`config.mk`:
```
export PLATFORM = sky130hd
export DESIGN_NAME = multi_tone_generator
export DESIGN_NICKNAME = d
export VERILOG_FILES = /design/src/rtl/multi_tone_generator.sv
export SDC_FILE = /design/constraint.sdc
export NUM_CORES = 1
export LEC_CHECK = 0
export ABC_CLOCK_PERIOD_IN_PS = 3700
export CAP_MARGIN = 20
export CORE_MARGIN = 4
export CORE_UTILIZATION = 46
export CTS_BUF_LIST = sky130_fd_sc_hd__clkbuf_8 sky130_fd_sc_hd__clkbuf_16
export DETAILED_ROUTE_END_ITERATION = 7
export DONT_BUFFER_PORTS = 1
export GPL_TIMING_DRIVEN = 0
export MAX_ROUTING_LAYER = met4
export PLACE_DENSITY = 0.69
export REMOVE_ABC_BUFFERS = 1
export SETUP_SLACK_MARGIN = 0.5
export SLEW_MARGIN = 20
export SYNTH_ARGS = -nofsm -noshare
export SYNTH_HDL_FRONTEND = slang
export SYNTH_SLANG_ARGS = --single-unit
```
`constraint.sdc`:
```
create_clock -name clock -period 3.7 [get_ports clock]
set_input_delay 0.555 -clock clock [delete_from_list [all_inputs] [get_ports clock]]
set_output_delay 0.555 -clock clock [all_outputs]
set_load 0.005 [all_outputs]
```
`src/rtl/multi_tone_generator.sv`:
```
// Multi-channel square-wave tone generator with runtime half-periods,
// per-channel pitch sweep and a registered popcount mix output.
module multi_tone_generator #(
    parameter int CHANNELS  = 4,
    parameter int CNT_W     = 16,
    parameter int STEP_W    = 8,
    parameter int SWEEP_DIV = 256
) (
    input  logic                               clock,
    input  logic                               reset_n,
    input  logic                               cfg_valid,
    output logic                               cfg_ready,
    input  logic [3:0]                         cfg_chan,
    input  logic                               cfg_enable,
    input  logic [CNT_W-1:0]                   cfg_half_period,
    input  logic [STEP_W-1:0]                  cfg_step,
    output logic [CHANNELS-1:0]                tone_out,
    output logic [$clog2(CHANNELS+1)-1:0]      mix_out
);

    localparam int MIX_W = $clog2(CHANNELS + 1);
    localparam int PRE_W = $clog2(SWEEP_DIV);
    localparam int SUM_W = ((CNT_W + 1 > STEP_W) ? CNT_W + 1 : STEP_W) + 1;
    localparam logic signed [SUM_W-1:0] MAXV = SUM_W'((2 ** CNT_W) - 1);
    localparam logic signed [SUM_W-1:0] ONE  = SUM_W'(1);

    logic              hold_valid;
    logic [3:0]        hold_chan;
    logic              hold_en;
    logic [CNT_W-1:0]  hold_hp;
    logic [STEP_W-1:0] hold_step;
    logic [PRE_W-1:0]  pres;
    logic              tick;
    logic [MIX_W-1:0]  ones;

    assign cfg_ready = !hold_valid;
    assign tick      = (pres == PRE_W'(SWEEP_DIV - 1));

    always_ff @(posedge clock or negedge reset_n) begin
        if (!reset_n) begin
            hold_valid <= 1'b0;
            hold_chan  <= '0;
            hold_en    <= 1'b0;
            hold_hp    <= '0;
            hold_step  <= '0;
        end else if (hold_valid) begin
            hold_valid <= 1'b0;
        end else if (cfg_valid) begin
            hold_valid <= 1'b1;
            hold_chan  <= cfg_chan;
            hold_en    <= cfg_enable;
            hold_hp    <= cfg_half_period;
            hold_step  <= cfg_step;
        end
    end

    always_ff @(posedge clock or negedge reset_n) begin
        if (!reset_n) begin
            pres <= '0;
        end else if (tick) begin
            pres <= '0;
        end else begin
            pres <= pres + PRE_W'(1);
        end
    end

    for (genvar i = 0; i < CHANNELS; i++) begin : g_ch
        logic [CNT_W-1:0]         base;
        logic [CNT_W-1:0]         shadow;
        logic [CNT_W-1:0]         active;
        logic [CNT_W-1:0]         count;
        logic [STEP_W-1:0]        step;
        logic                     en;
        logic                     tone;
        logic                     apply;
        logic                     last;
        logic                     wrap;
        logic signed [SUM_W-1:0]  sum;

        assign apply = hold_valid && (hold_chan == 4'(i));
        assign last  = (count == active - CNT_W'(1));
        assign sum   = SUM_W'($signed({1'b0, shadow})) + SUM_W'($signed(step));
        assign wrap  = (sum > MAXV) || (sum < ONE);
        assign tone_out[i] = tone;

        always_ff @(posedge clock or negedge reset_n) begin
            if (!reset_n) begin
                base   <= '0;
                shadow <= '0;
                active <= '0;
                count  <= '0;
                step   <= '0;
                en     <= 1'b0;
                tone   <= 1'b0;
            end else begin
                // config beats a sweep tick landing in the same cycle
                if (apply) begin
                    base   <= hold_hp;
                    shadow <= hold_hp;
                    step   <= hold_step;
                    en     <= hold_en;
                end else if (tick && en && (step != '0)) begin
                    shadow <= wrap ? base : sum[CNT_W-1:0];
                end
                // active only reloads at a toggle or while idle
                if (!en || (active == '0)) begin
                    tone   <= 1'b0;
                    count  <= '0;
                    active <= shadow;
                end else if (last) begin
                    tone   <= ~tone;
                    count  <= '0;
                    active <= shadow;
                end else begin
                    count <= count + CNT_W'(1);
                end
            end
        end
    end

    always_comb begin
        ones = '0;
        for (int k = 0; k < CHANNELS; k++) begin
            ones = ones + MIX_W'(tone_out[k]);
        end
    end

    always_ff @(posedge clock or negedge reset_n) begin
        if (!reset_n) begin
            mix_out <= '0;
        end else begin
            mix_out <= ones;
        end
    end

endmodule

```
==> flow_metrics.env <==
export IMPL_outcome="complete, but fails checks"
export IMPL_violations="hold timing, setup timing"
export IMPL_cp_cell_sequence="ha_4, fa_2, a211oi_2, nor2_2, a2111oi_4, nor2_1, xnor2_1, or4_4, o41ai_4, buf_6, buf_4, mux2i_1, o21ai_0"
export IMPL_port_buffers=0
export IMPL_timing_final_ws_setup_ns=-0.0182
export IMPL_power_frac_seq_pct=29.8
export IMPL_rsz0062_at_grt="yes"
export IMPL_hp_class="in2async"
export IMPL_std_cell_rows=76
export IMPL_firstDrtPassIters=6
export IMPL_cts_tree="yes"
export IMPL_power_total_w=0.0221
export IMPL_cts_root_buf="clkbuf_16"
export IMPL_synth_top_cell_area_share_pct=42.0
export IMPL_die_height_um=217
export IMPL_seq_area_frac_synth_pct=42.0
export IMPL_ys_flop_type="dfrtp_1"
export IMPL_skew_ns=0.0174
export IMPL_avgSynthCellArea_um2=9.54
export IMPL_ctsLongestPathBuffers=3
export IMPL_place_hpwl_um=34200
export IMPL_ys_types=87
export IMPL_ys_top_cells_by_area="dfrtp_1 42%, nand2_1 5.8%, ha_1 5.2%"
export IMPL_synth_simple_gate_area_share_pct=18.7
export IMPL_p_switching_w=0.00927
export IMPL_synthAdderAreaFrac_pct=5.67
export IMPL_setup_viol=1
export IMPL_dieWidth_um=217
export IMPL_power_share_combinational_pct=52.2
export IMPL_start_kind="register"
export IMPL_vias=16400
export IMPL_power_frac_clock_pct=18.1
export IMPL_synthesis_yosys_warnings=0
export IMPL_crit_slowest_cell="or4_4"
export IMPL_grt_pass1_wl_um=86600
export IMPL_routabilityCongestion=0.899
export IMPL_synth_top_family_by_area="simple AND/OR/NAND/NOR gates"
export IMPL_crit_buf_inv=2
export IMPL_fmax_mhz=269
export IMPL_grt_total_usage_pct=23.0
export IMPL_intPower_w=0.0129
export IMPL_cts_buffers_inserted=38
export IMPL_crit_required_ns=4.13
export IMPL_path_clk_slew_ns=0.06
export IMPL_hold_slack_ns=-0.301
export IMPL_finalCritPeriodShare_pct=100
export IMPL_vdd_ir_drop_max_mv=0.410
export IMPL_crit_family="compound AO/OA/AOI/OAI gates"
export IMPL_layout_common_cells="320 x dfrtp_1, 311 x nand2_1, 133 x nor2_1"
export IMPL_power_density_nw_per_um2=925
export IMPL_synthToLayoutAreaGrowth_pct=19.1
export IMPL_pre_cts_slack_ns=-0.932
export IMPL_end_kind="register"
export IMPL_synth_xor_area_share_pct=8.41
export IMPL_drive_gt1_share_pct=21.2
export IMPL_swShare_pct=41.9
export IMPL_synth_seq_cells=337
export IMPL_grt_pass1_vias=16200
export IMPL_cts_sinks=337
export IMPL_relSlewSlack_pct=30.3
export IMPL_syn_area_um2=20100
export IMPL_synth_mux_area_share_pct=8.63
export IMPL_coreArea_um2=43200
export IMPL_final_antenna_net_count=0
export IMPL_path_max_fanout=4
export IMPL_cp_data_arrival_time_ns=4.14
export IMPL_synth_edf_count=0
export IMPL_grt_max_degree=338
export IMPL_grt_overflow_total=0
export IMPL_drt_iter0_drc=1270
export IMPL_timing_final_crit_period_ns=3.72
export IMPL_drv_cap=0
export IMPL_syn_inst=2106
export IMPL_nFillCells=3659
export IMPL_initial_core_util_pct=46.5
export IMPL_nets=2272
export IMPL_crit_type="reg2reg"
export IMPL_cts_htree_levels=2
export IMPL_clk_latency_ns=0.55
export IMPL_cpPeakStageDelay_ns=0.54
export IMPL_wire_per_inst_um=19.6
export IMPL_async_flop_share_pct=100
export IMPL_die_area_um2=47100
export IMPL_p_leak_nw=10.8
export IMPL_yosys_area_top_type="dfrtp_1"
export IMPL_report_final_slew_viol_count=0
export IMPL_synth_compound_gate_area_share_pct=13.4
export IMPL_pin_count=40
export IMPL_final_common_cell="dfrtp_1"
export IMPL_viasPerCell=5.93
export IMPL_antenna_found_initial=2
export IMPL_worstMarginPinSlew_ns=1.05
export IMPL_r2r_slack_ns=-0.02
export IMPL_drcViolationCount=0
export IMPL_drt_total_wl_um=54200
export IMPL_hold_viol=337
export IMPL_final_util_pct=55.4
[synthesized netlist by cell type (all sizes together), types with 12 or more instances]
cell and instances:
buf 27, a22oi 44, xnor2 93, mux2i 37
inv 46, nor4 27, and2 16, nand4 19
nand2 312, and3 49, ha 83, nor2 159
o211ai 13, or4 12, o21ai 93, nand3 103
or3 16, nor3 34, a21oi 50, a22o 16
dfrtp 337, clkbuf 77, mux2 121, a21o 19
a211oi 23, xor2 100, a31oi 21
[flip-flops by register name, summed over array words and instances, names as in the netlist]
name and count:
g_ch.active 64, g_ch.base 64, g_ch.count 64, g_ch.shadow 64
g_ch.step 32, hold_hp 16, hold_step 8, pres 8
g_ch.en 4, g_ch.tone 4, hold_chan 4, mix_out 3
hold_en 1, hold_valid 1
[final cells by class]
type                       instances  area, um^2  area share (%)
inverter                          46         173           0.721
antenna                            1        2.50          0.0105
sequential                       337        8460            35.3
tap                              585         732            3.06
multi-input combinational       1631       12300            51.6
timing repair buffer              98         896            3.74
clock inverter                    20         196           0.821
clock buffer                      49        1140            4.75
[power groups by stage]
stage          Sequential, W  Combinational (W)  Clock, W
2_1_floorplan        0.00588            0.00708         0
3_5_place_dp         0.00652            0.00869         0
5_1_grt              0.00675             0.0126   0.00424
3_3_place_gp         0.00646            0.00841         0
6_report             0.00659             0.0115   0.00400
4_1_cts              0.00648             0.0104   0.00408
[cells by family (layout without fill, tap and decap cells)]
logic type                 after synthesis  after routing
AOI/OAI and AO/OA                      383            383
xor gates and xnor gates               193            193
adders and majority gates               88             88
buffers and inverters                  150            213
DFF                                    337            337
muxes                                  158            158
other                                    0              1
and+or+nand+nor                        797            809
[final timing paths]
kind	cells after the start	endpoint	startpoint
worst max-delay path	13	g_ch[2].shadow[7]	g_ch[2].step[0]
worst min-delay path	0	g_ch[0].count[13]	reset_n
worst max register to register	13	g_ch[2].shadow[7]	g_ch[2].step[0]
worst min register to register	2	g_ch[3].base[6]	g_ch[3].base[6]
max in group asynchronous	0	g_ch[3].active[6]	reset_n
min in group clock	1	hold_hp[4]	cfg_half_period[4]
[metal layers]
| layer | wire length, um | part of all wire [%] | global-route usage (%) |
|---|---|---|---|
| met1 | 23500 | 43 | 30.4 |
| met2 | 26100 | 48 | 37.1 |
| met3 | 2830 | 5.2 | 3.24 |
| met4 | 1830 | 3.4 | 7.27 |
| met5 | 0 | 0 | - |
[what timing repair did]
action / in CTS / in global routing
endpoints found under the hold margin: 337 / 337
buffers inserted: 61 / 29
cloned: 11 / 2
endpoints found under the setup margin: 193 / 164
resized for setup: 167 / 132
pin swaps: 82 / 52
[per-stage QoR]
stage	hold WS [ns]	std cells	TNS (ns)	area, um^2
CTS	-0.319	2735	0	23100
detailed placement	0.269	2594	-34.79	20500
finish	-0.301	2767	-0.0182	23900
floorplan	0.259	2002	-10.70	19600
global placement	0.268	2587	-104.25	20400
global route	-0.321	2767	-0.631	23900
[worst register-to-register path, stage by stage (launching register included)]
cell,delay [ns]
dfrtp_1,0.43
ha_4,0.18
fa_2,0.40
a211oi_2,0.25
nor2_2,0.12
a2111oi_4,0.34
nor2_1,0.10
xnor2_1,0.15
or4_4,0.54
o41ai_4,0.43
buf_6,0.18
buf_4,0.11
mux2i_1,0.26
o21ai_0,0.11
No activity file was read; power rests on OpenSTA's default activity.
